File: src/rtl/cordic_acc_feeder.sv
// -----------------------------------------------------------------------------
// cordic_acc_feeder
//
// Purpose:
//   Upstream driver for the CORDIC floating-point accumulator slave. Software
//   programs a memory base address and an element count through a small CSR
//   slave, then writes start. The block clears the accumulator, streams every
//   32-bit word from memory into the accumulator push register, reads back
//   the accumulated sum and latches it in RESULT for software. No float
//   arithmetic happens here; data passes through bit-exact.
//
// Ports:
//   clk, reset        system clock, synchronous active-high reset
//   csr_*             CSR slave: 0=BASE, 1=COUNT, 2=CTRL/STATUS, 3=RESULT.
//                     csr_readdata is registered, valid the cycle after
//                     csr_read.
//                     CTRL write: bit0=start (IDLE only), bit1=clear done.
//                     STATUS read: bit0=busy, bit1=done.
//   mem_*             Avalon-MM read master towards word memory
//   acc_*             Avalon-MM master towards the accumulator:
//                     address 0 write = push x, address 1 write = clear,
//                     address 1 read = result
//
// Every master strobe, together with its address and data, is a pure decode
// of the FSM state (and of registers that only change when the transfer is
// accepted), so it holds steady while waitrequest is high and drops the cycle
// after reset is sampled.
// -----------------------------------------------------------------------------
module cordic_acc_feeder #(
    parameter int ADDR_W = 32,
    parameter int CNT_W  = 16
) (
    input  logic              clk,
    input  logic              reset,
    // CSR slave
    input  logic [1:0]        csr_address,
    input  logic              csr_write,
    input  logic [31:0]       csr_writedata,
    input  logic              csr_read,
    output logic [31:0]       csr_readdata,
    // memory read master
    output logic              mem_read,
    output logic [ADDR_W-1:0] mem_address,
    input  logic [31:0]       mem_readdata,
    input  logic              mem_waitrequest,
    // accumulator master
    output logic              acc_write,
    output logic              acc_read,
    output logic              acc_address,
    output logic [31:0]       acc_writedata,
    input  logic [31:0]       acc_readdata,
    input  logic              acc_waitrequest
);

    // -------------------------------------------------------------------------
    // FSM encoding
    // -------------------------------------------------------------------------
    localparam logic [2:0] S_IDLE   = 3'd0;
    localparam logic [2:0] S_CLEAR  = 3'd1;
    localparam logic [2:0] S_FETCH  = 3'd2;
    localparam logic [2:0] S_PUSH   = 3'd3;
    localparam logic [2:0] S_RESULT = 3'd4;
    localparam logic [2:0] S_DONE   = 3'd5;

    // CSR register map
    localparam logic [1:0] CSR_BASE   = 2'd0;
    localparam logic [1:0] CSR_COUNT  = 2'd1;
    localparam logic [1:0] CSR_CTRL   = 2'd2;
    localparam logic [1:0] CSR_RESULT = 2'd3;

    // Accumulator register selects
    localparam logic ACC_PUSH_SEL = 1'b0;
    localparam logic ACC_CTRL_SEL = 1'b1;

    // -------------------------------------------------------------------------
    // State
    // -------------------------------------------------------------------------
    logic [2:0]        state_q,        state_d;
    logic [ADDR_W-1:0] base_q,         base_d;
    logic [CNT_W-1:0]  count_q,        count_d;
    logic [CNT_W-1:0]  index_q,        index_d;
    logic [31:0]       word_q,         word_d;
    logic [31:0]       result_q,       result_d;
    logic              busy_q,         busy_d;
    logic              done_q,         done_d;
    logic [31:0]       csr_readdata_q, csr_readdata_d;

    // -------------------------------------------------------------------------
    // CSR write decode
    // -------------------------------------------------------------------------
    logic              wr_base;
    logic              wr_count;
    logic              start_req;
    logic              clr_done_req;
    logic [ADDR_W-1:0] wr_addr_val;

    always_comb begin
        wr_base      = csr_write && (csr_address == CSR_BASE);
        wr_count     = csr_write && (csr_address == CSR_COUNT);
        start_req    = csr_write && (csr_address == CSR_CTRL) && csr_writedata[0];
        clr_done_req = csr_write && (csr_address == CSR_CTRL) && csr_writedata[1];
        wr_addr_val  = ADDR_W'(csr_writedata);
    end

    // -------------------------------------------------------------------------
    // Address generation: BASE + 4*index, wrapping modulo 2^ADDR_W
    // -------------------------------------------------------------------------
    logic [ADDR_W-1:0] index_ext;
    logic [ADDR_W-1:0] fetch_addr;
    logic [CNT_W-1:0]  index_inc;

    always_comb begin
        index_ext  = ADDR_W'(index_q);
        fetch_addr = base_q + (index_ext << 2);
        index_inc  = index_q + CNT_W'(1);
    end

    // -------------------------------------------------------------------------
    // Master outputs, decoded from state
    // -------------------------------------------------------------------------
    always_comb begin
        mem_read      = 1'b0;
        mem_address   = '0;
        acc_write     = 1'b0;
        acc_read      = 1'b0;
        acc_address   = 1'b0;
        acc_writedata = 32'd0;
        case (state_q)
            S_CLEAR: begin
                // write 0 to the control register clears the running sum
                acc_write     = 1'b1;
                acc_address   = ACC_CTRL_SEL;
                acc_writedata = 32'd0;
            end
            S_FETCH: begin
                mem_read    = 1'b1;
                mem_address = fetch_addr;
            end
            S_PUSH: begin
                acc_write     = 1'b1;
                acc_address   = ACC_PUSH_SEL;
                acc_writedata = word_q;
            end
            S_RESULT: begin
                // the slave holds waitrequest through the CORDIC latency
                acc_read    = 1'b1;
                acc_address = ACC_CTRL_SEL;
            end
            default: begin
            end
        endcase
    end

    // -------------------------------------------------------------------------
    // Next-state logic
    // -------------------------------------------------------------------------
    always_comb begin
        state_d  = state_q;
        base_d   = base_q;
        count_d  = count_q;
        index_d  = index_q;
        word_d   = word_q;
        result_d = result_q;
        busy_d   = busy_q;
        done_d   = done_q;

        case (state_q)
            S_IDLE: begin
                if (start_req) begin
                    busy_d  = 1'b1;
                    done_d  = 1'b0;
                    index_d = '0;
                    state_d = S_CLEAR;
                end
            end
            S_CLEAR: begin
                if (!acc_waitrequest) begin
                    // an empty run goes straight to reading the cleared sum
                    state_d = (count_q != '0) ? S_FETCH : S_RESULT;
                end
            end
            S_FETCH: begin
                if (!mem_waitrequest) begin
                    word_d  = mem_readdata;
                    state_d = S_PUSH;
                end
            end
            S_PUSH: begin
                if (!acc_waitrequest) begin
                    index_d = index_inc;
                    state_d = (index_inc == count_q) ? S_RESULT : S_FETCH;
                end
            end
            S_RESULT: begin
                if (!acc_waitrequest) begin
                    result_d = acc_readdata;
                    state_d  = S_DONE;
                end
            end
            S_DONE: begin
                busy_d  = 1'b0;
                done_d  = 1'b1;
                state_d = S_IDLE;
            end
            default: begin
                state_d = S_IDLE;
            end
        endcase

        // Configuration is frozen for the whole run, including the DONE cycle.
        if (wr_base && !busy_q) begin
            base_d = {wr_addr_val[ADDR_W-1:2], 2'b00};
        end
        if (wr_count && !busy_q) begin
            count_d = CNT_W'(csr_writedata);
        end
        // Clearing done is applied after the FSM so that start+clear in one
        // write, or a clear landing in the DONE cycle, leaves done at 0.
        if (clr_done_req) begin
            done_d = 1'b0;
        end
    end

    // -------------------------------------------------------------------------
    // CSR read mux (registered; value held between reads)
    // -------------------------------------------------------------------------
    always_comb begin
        csr_readdata_d = csr_readdata_q;
        if (csr_read) begin
            case (csr_address)
                CSR_BASE:   csr_readdata_d = 32'(base_q);
                CSR_COUNT:  csr_readdata_d = 32'(count_q);
                CSR_CTRL:   csr_readdata_d = {30'd0, done_q, busy_q};
                CSR_RESULT: csr_readdata_d = result_q;
                default:    csr_readdata_d = 32'd0;
            endcase
        end
    end

    assign csr_readdata = csr_readdata_q;

    // -------------------------------------------------------------------------
    // Registers
    // -------------------------------------------------------------------------
    always_ff @(posedge clk) begin
        if (reset) begin
            state_q        <= S_IDLE;
            base_q         <= '0;
            count_q        <= '0;
            index_q        <= '0;
            word_q         <= 32'd0;
            result_q       <= 32'd0;
            busy_q         <= 1'b0;
            done_q         <= 1'b0;
            csr_readdata_q <= 32'd0;
        end else begin
            state_q        <= state_d;
            base_q         <= base_d;
            count_q        <= count_d;
            index_q        <= index_d;
            word_q         <= word_d;
            result_q       <= result_d;
            busy_q         <= busy_d;
            done_q         <= done_d;
            csr_readdata_q <= csr_readdata_d;
        end
    end

endmodule
File: config.mk
export PLATFORM = sky130hd
export DESIGN_NAME = cordic_acc_feeder
export DESIGN_NICKNAME = d
export VERILOG_FILES = /design/src/rtl/cordic_acc_feeder.sv
export SDC_FILE = /design/constraint.sdc
export NUM_CORES = 1
export LEC_CHECK = 0
export ABC_AREA = 0
export CELL_PAD_IN_SITES_DETAIL_PLACEMENT = 1
export CELL_PAD_IN_SITES_GLOBAL_PLACEMENT = 1
export CORE_AREA = 5 5 150 152
export CTS_BUF_LIST = sky130_fd_sc_hd__clkbuf_2 sky130_fd_sc_hd__clkbuf_4 sky130_fd_sc_hd__clkbuf_8
export DETAILED_ROUTE_END_ITERATION = 7
export DIE_AREA = 0 0 155 157
export PLACE_DENSITY_LB_ADDON = 0.1
export REMOVE_ABC_BUFFERS = 1
export SKIP_CTS_REPAIR_TIMING = 1
export SYNTH_ARGS = -nofsm -noshare
export SYNTH_HDL_FRONTEND = slang
export SYNTH_SLANG_ARGS = --single-unit
File: constraint.sdc
create_clock -name clk -period 7.67 [get_ports clk]
set_clock_uncertainty 0.15 [all_clocks]
set_input_delay 1.534 -clock clk [delete_from_list [all_inputs] [get_ports clk]]
set_output_delay 1.534 -clock clk [all_outputs]
set_load 0.05 [all_outputs]
## After elaboration in Yosys (flattened, before gate mapping)

Index checks and enable logic that the tools add are counted.
Widths: inputs -> output; s select.

- Bitwise gates (word level): 2
- Eq/ne operators: 14
- Reductions and logical operators: 21
- Muxes and demuxes: 22
- $add $sub $neg: 2

Operator list:

| operator | count |
|---|---|
| $pmux 32 s4 | 1 |
| $mux 32 | 2 |
| $add 32x18->32 | 1 |
| $mux 16 | 2 |
| $pmux 16 s2 | 1 |
| $mux 3 | 7 |
| $add 16x1->16 const B | 1 |
| $eq 16x16->1 | 1 |
| $reduce_bool 16->1 | 1 |
| $pmux 3 s5 | 1 |
| $ne 2x2->1 const B | 5 |
| $logic_and 1x1->1 | 7 |
| $eq 3x2->1 const B | 2 |
| $eq 3x3->1 const B | 2 |
| $mux 1 | 6 |
| $reduce_and 2->1 | 3 |
| $reduce_or 2->1 | 3 |
| $reduce_and 5->1 | 1 |
| $eq 2x2->1 const B | 2 |
| $pmux 1 s2 | 2 |
| $reduce_bool 2->1 | 2 |
| $eq 3x1->1 const B | 1 |
| $logic_not 3->1 | 1 |
| $reduce_and 3->1 | 1 |
| 4 further kinds | 5 |

- Output and inout bits: 100
- Word-level logic and storage cells: 70
- Flip-flop bits (word level): 163

## Logic depth before layout (Yosys ltp)

Gate-level depths: netlist (run 1).

- Word-level depth: 5
- Mapped depth: 11
- Gate-level depth less buffers: 10

## Worst setup path before layout (run 1)

Ideal clock, no wire load.

- Kind: flip-flop to output port
- Start point: register index_q[0]
- End point: output mem_address[28]
- Stages on the path, launching flop included: 12
- Arrival: 3.225 ns
- Buffers on the path: 1
- Path slack: 2.761 ns
- Cell sequence: dfxtp_1 ha_1 inv_1 fa_1 and2b_1 o31a_1 o31a_2 o21a_4 a31oi_2 buf_2 or4_1 a21oi_1

- Word-level cells in the longest chain between the ends: 2

RTL lines:

| item | RTL line | RTL |
|---|---|---|
| start: declaration | 81 | `logic [CNT_W-1:0] index_q, index_d;` |
| start signal: assignment | 260 | `index_q <= index_d;` |
| $add 32x18->32 | 114 | `fetch_addr = base_q + (index_ext << 2);` |
| $mux 32 | 128 | `case (state_q)` |
| end: declaration | 43 | `output logic [ADDR_W-1:0] mem_address,` |

Every way passes these cells.

## Worst setup path in the final report (run 1)

Same ends and word-level chain as after synthesis.

==> key figures, run 1 <==
STA
  – Final setup vio count: 0
  – Fin crit period: 5.86 ns
  – RSZ-0062 raised after global routing: no
  – Rel. slew slack: 35.2%
  – Crit share post-route: 76.4%
  – Max Freq: 0.171 GHz
  – Final Hold Viols: 0
  – TNS Setup: 0 ns
  – Worst slew pin tran: 0.972 ns
  – Final Slew Violations: 0

Synthesis
  – Asr flop ratio synth: 0%
  – Main flop type after synthesis: dfxtp_1
  – Seq/Total Area, Yosys: 39.7%
  – Number of distinct library cells after synthesis: 68
  – EDFF count, synth: 0
  – Synthesized cell area: 8230 µm²
  – Post-Syn Instances: 1075
  – Synth warn: 0
  – Synthesized flop and latch total: 163
  – Mapped Avg Cell Area: 7.65 µm²

Clock network
  – CTS tree: done
  – CTS Root Buffer Type: clkbuf_8
  – CTS Sinks: 163
  – Worst-skew pair later-pin latency: 0.47 ns
  – TritonCTS buffer count: 17
  – Worst-path clk slew: 0.10 ns
  – Clk buf depth: 2
  – H-tree Lvls: 4

Worst setup path
  – Worst R2R Setup Slack: 4.86 ns
  – R2r endpoint: state_q[2]$_SDFFE_PP0P_
  – Buf/Inv on CP: 2
  – Reg2reg path depth: 8
  – Critical path peak fanout: 12
  – Crit path to: mem_address[28]
  – CP max-delay cell: clkdlybuf4s50_1
  – Stages on worst setup path: 11
  – Startpoint Class: register
  – CP arrival: 4.17 ns
  – RR Startpoint: index_q[0]$_SDFFE_PP0P_
  – WS Path Type: register to output port
  – CP Launch Point: index_q[0]$_SDFFE_PP0P_
  – Largest stage delay on the critical path: 0.82 ns
  – CP top delay family: compound AO/OA/AOI/OAI gates
  – Critical path cell sequence: ha_1 -> inv_1 -> fa_1 -> and2b_1 -> o31a_1 -> o31a_2 -> o21a_4 -> a31oi_2 -> or4_1 -> a21oi_1 -> clkdlybuf4s50_1
  – WP data required: 5.99 ns
  – CP endpoint kind: output port

Detailed routing
  – Vias per std cell: 5.30
  – Routed via count: 8070
  – Post-route DRC: 0
  – WL/cell: 18.3 µm
  – Post-Route WL: 27.9 mm
  – Antenna Nets Post-Route: 0
  – Drt pass-1 iters: 4
  – DR iter-0 viols: 422

Die
  – Total Die Area: 24300 µm²
  – Die height: 157 µm
  – Starting Density: 39.4%
  – Die width: 155 µm
  – Row count: 53
  – Core Region: 20900 µm²
  – I/O pin total: 204

Cells and area
  – Nets@finish: 1356
  – Fin cells: 1522
  – Layout cells sized above 1: 5.69%
  – Synthesis-to-layout area growth: 30.8%
  – Antenna diodes: 0

Run status
  – Status: completed

Placement
  – Number of port buffers: 201
  – Final GP Congestion: 0.817
  – Placed wire-length estimate: 20.1 mm
  – Inst Count DP: 1490

Global route
  – Vias in the first global route: 8096
  – Grt ovf: 0
  – Total track usage: 22.4%
  – Initial antenna violation count: 1
  – First-pass GRT wire length: 44.1 mm
  – Largest net degree at the start of global routing: 89

Run
  – Max Cap Viol: 0

Worst hold path
  – HP Class: register to register
  – Worst Hold Depth: 2

Pwr
  – Pwr Density: 162 nW/µm²
  – P_leak: 0.00370 µW
  – Max IR drop VDD: 0.0937 mV
## state kept, by name, indices dropped and copies added, names as in the netlist, 3 cells and up
name	flops
base_q	30
count_q	16
csr_readdata	32
index_q	16
result_q	32
state_q	3
word_q	32
## cells in the final DEF (no fill, tap or decap), drive strengths merged, types with 8 or more instances in the layout
cell,count
a211oi,34
a21oi,171
a22oi,19
and2,40
and3,8
buf,15
clkbuf,17
clkdlybuf4s50,199
dfxtp,163
ha,17
inv,22
mux2i,14
nand2,245
nand3,11
nor2,84
nor2b,8
nor3,11
o21a,10
o21ai,27
o31ai,9
or3,10
xnor2,27
xor2,14
## report_power, final
| part | switching (µW) | internal, µW |
|---|---|---|
| clock | 369 | 273 |
| combinational | 125 | 94.4 |
| sequential | 20.4 | 867 |
## layer usage
metal / track usage (%) / up-vias / routed length (µm)
met5: 0 / - / 20
met4: 5.89 / 2 / 374
met3: 3.13 / 26 / 1380
met2: 36.3 / 193 / 12900
met1: 31.5 / 3838 / 13200
li1: - / 4011 / -
## per-stage QoR
stage                     utilization, %  power (µW)  hold WS [ns]  instance area, µm²  setup slack, ns
after floorplan                        -         996         0.276                7910             2.82
after global placement              49.6        1120         0.288               10400             2.41
after detailed placement            49.6        1130         0.294               10400             2.33
after CTS                           51.5        1760         0.308               10800             1.80
after global routing                51.5        1810         0.323               10800             1.54
final                               51.5        1750         0.306               10800             1.81
## cells by family after synthesis
family                   count (synthesis)  synth area share [%]
AO/OA/AOI/OAI                          295                  21.4
buffers and inverters                   88                  4.49
AND/OR/NAND/NOR                        454                  25.3
other                                    1                0.0456
flip-flops                             163                  39.7
adder cells (fa/ha/maj)                 18                  2.83
multiplexers                            15                  1.84
XOR/XNOR                                41                  4.46
## Yosys cell counts, drive strengths merged, types with 2 or more instances
library cell	count	area share [%]
o22ai	3	0.23
nand2b	5	0.38
inv	13	0.59
ha	17	2.6
mux2i	14	1.7
o21a	10	1.0
nand3	11	0.88
o311ai	4	0.43
or4	6	0.55
xor2	14	1.5
nor3	11	0.67
o31ai	9	0.88
xnor2	27	3.0
and2	40	3.1
a21oi	171	10
nor2	84	3.8
and4	4	0.47
buf	10	0.87
or3	10	0.78
a211oi	34	3.1
a22oi	19	1.7
clkbuf	64	2.9
nor4	7	0.71
nand2	245	11
dfxtp	163	40
nand3b	4	0.37
nand4	4	0.30
o31a	2	0.23
nor3b	4	0.49
a21o	7	0.65
nor2b	8	0.61
o21ai	27	1.6
and3	8	0.73
## worst min-delay path by stage
stage                                  startpoint                 endpoint  slack (ns)
after floorplan            word_q[0]$_SDFFE_PP0P_   word_q[0]$_SDFFE_PP0P_        0.28
after global placement    word_q[25]$_SDFFE_PP0P_  word_q[25]$_SDFFE_PP0P_        0.29
after detailed placement   word_q[9]$_SDFFE_PP0P_   word_q[9]$_SDFFE_PP0P_        0.29
after CTS                  word_q[9]$_SDFFE_PP0P_   word_q[9]$_SDFFE_PP0P_        0.31
after global routing      word_q[10]$_SDFFE_PP0P_  word_q[10]$_SDFFE_PP0P_        0.32
final                      word_q[9]$_SDFFE_PP0P_   word_q[9]$_SDFFE_PP0P_        0.31
## area by class of cell
type / instances / area, µm²
Tap cell: 275 / 344
Clock inverter: 15 / 163
Sequential cell: 163 / 3260
Fill cell: 2623 / 10100
Clock buffer: 17 / 234
Multi-Input combinational cell: 825 / 4610
Timing Repair Buffer: 214 / 2100
Inverter: 13 / 48.8
## worst min-delay path, stage by stage (launching register included)
cell and delay, ns:
dfxtp_1 0.32, nand2_1 0.05, a21oi_1 0.05
Note: power is estimated with default switching activity, not from simulation.
==> run 2: changes to the inputs <==
--- a/config.mk
+++ b/config.mk
@@ -8,10 +8,10 @@
 export ABC_AREA = 0
 export CELL_PAD_IN_SITES_DETAIL_PLACEMENT = 1
 export CELL_PAD_IN_SITES_GLOBAL_PLACEMENT = 1
-export CORE_AREA = 5 5 150 152
+export CORE_AREA = 5 5 164 166
 export CTS_BUF_LIST = sky130_fd_sc_hd__clkbuf_2 sky130_fd_sc_hd__clkbuf_4 sky130_fd_sc_hd__clkbuf_8
 export DETAILED_ROUTE_END_ITERATION = 7
-export DIE_AREA = 0 0 155 157
+export DIE_AREA = 0 0 169 171
 export PLACE_DENSITY_LB_ADDON = 0.1
 export REMOVE_ABC_BUFFERS = 1
 export SKIP_CTS_REPAIR_TIMING = 1
==> constraint.sdc (replaced) <==
create_clock -name clk -period 5 [get_ports clk]
set_clock_uncertainty 0.15 [all_clocks]
set_input_delay 1 -clock clk [delete_from_list [all_inputs] [get_ports clk]]
set_output_delay 1 -clock clk [all_outputs]
set_load 0.05 [all_outputs]
==> key figures, run 2 (synthesis gave the netlist of run 1 again) <==
STA
  – Minimum hold slack: 0.303 ns (was 0.306 ns)
  – Slack of the critical path: 0.195 ns (was 1.81 ns)
  – RSZ-0062 raised after global routing: no (unchanged)
  – Crit share post-route: 96.1%
  – Worst slew pin tran: 1.05 ns (was 0.972 ns)
  – Final Hold Viols: 0 (unchanged)
  – Fin crit period: 4.81 ns
  – Final Slew Violations: 0 (unchanged)
  – Max Freq: 0.208 GHz
  – Final setup vio count: 0 (unchanged)
  – Rel. slew slack: 30.2% (was 35.2%)

Placement
  – Final GP Congestion: 0.794 (was 0.817)
  – Setup slack after placement: 0.493 ns (was 2.33 ns)
  – Placed cell area: 10500 µm² (was 10400 µm²)
  – Placed wire-length estimate: 20.9 mm (was 20.1 mm)
  – Number of port buffers: 201 (unchanged)

Detailed routing
  – DR iter-0 viols: 494 (was 422)
  – Post-route DRC: 0 (unchanged)
  – Vias per std cell: 5.07 (was 5.30)
  – Routed via count: 8023 (was 8070)
  – Post-Route WL: 29.1 mm (was 27.9 mm)
  – WL/cell: 18.4 µm (was 18.3 µm)
  – Drt pass-1 iters: 4 (unchanged)
  – Antenna Nets Post-Route: 0 (unchanged)

Die
  – Starting Density: 32.3% (was 39.4%)
  – Total Die Area: 28900 µm² (was 24300 µm²)
  – Row count: 59 (was 53)
  – Die width: 169 µm (was 155 µm)
  – Core Region: 25500 µm² (was 20900 µm²)
  – Die height: 171 µm (was 157 µm)
  – I/O pin total: 204 (unchanged)

Cells and area
  – Most frequent cells in the layout: 245 x nand2_1, 185 x clkdlybuf4s50_1, 170 x a21oi_1 (was 245 x nand2_1, 199 x clkdlybuf4s50_1, 170 x a21oi_1)
  – Layout cells sized above 1: 6.41% (was 5.69%)
  – Synthesis-to-layout area growth: 32.0% (was 30.8%)
  – Commonest non-fill, non-tap cell in the layout: nand2_1 (unchanged)
  – Nets@finish: 1358 (was 1356)
  – Fin area: 10900 µm² (was 10800 µm²)
  – Antenna diodes: 0 (unchanged)
  – Post-layout util: 42.6% (was 51.5%)

Run status
  – Status: completed (unchanged)

Worst setup path
  – WS Path Type: register to output port (unchanged)
  – Critical path peak fanout: 7 (was 12)
  – CP endpoint kind: output port (unchanged)
  – Startpoint Class: register (unchanged)
  – Worst R2R Setup Slack: 2.28 ns (was 4.86 ns)
  – WP data required: 3.85 ns (was 5.99 ns)
  – RR Startpoint: index_q[1]$_SDFFE_PP0P_ (was index_q[0]$_SDFFE_PP0P_)
  – Crit path to: mem_address[18] (was mem_address[28])
  – R2r endpoint: state_q[2]$_SDFFE_PP0P_ (unchanged)
  – CP arrival: 3.66 ns (was 4.17 ns)
  – Reg2reg path depth: 8 (unchanged)
  – CP Launch Point: index_q[0]$_SDFFE_PP0P_ (unchanged)

Global route
  – Grt ovf: 0 (unchanged)
  – Initial antenna violation count: 0 (was 1)
  – First-pass GRT wire length: 45.1 mm (was 44.1 mm)
  – Total track usage: 19.6% (was 22.4%)
  – Vias in the first global route: 8046 (was 8096)
  – Largest net degree at the start of global routing: 89 (unchanged)

Run
  – Max Cap Viol: 0 (unchanged)

Pwr
  – P_leak: 0.00388 µW (was 0.00370 µW)
  – Sw frac: 29.3% (was 29.4%)
  – Sequential group share of total power: 50.9% (was 50.7%)
  – Max IR drop VDD: 0.124 mV (was 0.0937 mV)
  – Net Switching: 784 µW (was 515 µW)
  – Total power draw: 2670 µW (was 1750 µW)
  – Combinational share of power: 12.7% (was 12.6%)
  – Pwr Density: 246 nW/µm² (was 162 nW/µm²)
  – Internal power: 1890 µW (was 1230 µW)
  – Clock network fraction of total power: 36.4% (was 36.7%)

Clock network
  – Worst-skew pair later-pin latency: 0.47 ns (about the same)
  – CTS Sinks: 163 (unchanged)
  – CTS tree: done (unchanged)
  – CTS Root Buffer Type: clkbuf_8 (unchanged)
  – H-tree Lvls: 4 (unchanged)
  – Clk buf depth: 2 (unchanged)
  – TritonCTS buffer count: 17 (unchanged)
  – Worst-path clk slew: 0.11 ns (was 0.10 ns)

Worst hold path
  – HP Class: register to register (unchanged)
  – Worst Hold Depth: 2 (unchanged)
[run 2: layout make-up]
| type | count | area (µm²) |
|---|---|---|
| Multi-Input combinational cell | 825 | 4610 |
| Fill cell | 3098 | 14600 |
| Inverter | 13 | 48.8 |
| Timing Repair Buffer | 216 | 2130 |
| Clock buffer | 18 | 241 |
| Clock inverter | 14 | 143 |
| Sequential cell | 163 | 3260 |
| Tap cell | 335 | 419 |
[run 2: power groups by stage]
stage | Clock [µW] | Sequential (µW) | Combinational, µW
6_report | 973 | 1360 | 340
2_1_floorplan | 0 | 1430 | 102
3_3_place_gp | 0 | 1390 | 344
5_1_grt | 1060 | 1370 | 366
4_1_cts | 1000 | 1360 | 346
3_5_place_dp | 0 | 1390 | 344
[run 2: worst min path at each step]
stage | from | to | slack [ns]
2_1_floorplan | word_q[0]$_SDFFE_PP0P_ | word_q[0]$_SDFFE_PP0P_ | 0.28
3_3_place_gp | word_q[25]$_SDFFE_PP0P_ | word_q[25]$_SDFFE_PP0P_ | 0.29
3_5_place_dp | word_q[0]$_SDFFE_PP0P_ | word_q[0]$_SDFFE_PP0P_ | 0.29
4_1_cts | word_q[0]$_SDFFE_PP0P_ | word_q[0]$_SDFFE_PP0P_ | 0.31
5_1_grt | word_q[0]$_SDFFE_PP0P_ | word_q[0]$_SDFFE_PP0P_ | 0.32
6_report | word_q[24]$_SDFFE_PP0P_ | word_q[24]$_SDFFE_PP0P_ | 0.30
[run 2: worst max-delay path, cell delays in order, from the launching register on]
cell and delay [ns]:
dfxtp_2 0.38, ha_1 0.21, inv_1 0.07, fa_1 0.19, and2b_1 0.21, o31a_1 0.28
o31a_2 0.35, o21a_4 0.25, a31o_2 0.23, xnor2_1 0.12, nor2_1 0.10, clkdlybuf4s50_1 0.81
[run 2: metrics by stage]
step,std cells,TNS (ns)
detailed placement,1552,0
CTS,1584,-0.0183
global placement,1552,0
finish,1584,0
floorplan,1001,0
global route,1584,0
[run 2: routing by layer]
metal / vias to the layer above / wire (µm) / global-route usage, %
li1: 4012 / - / -
met1: 3830 / 14400 / 27.5
met2: 165 / 13400 / 32.2
met3: 16 / 1090 / 2.73
met4: 0 / 235 / 4.52
met5: - / 0 / 0
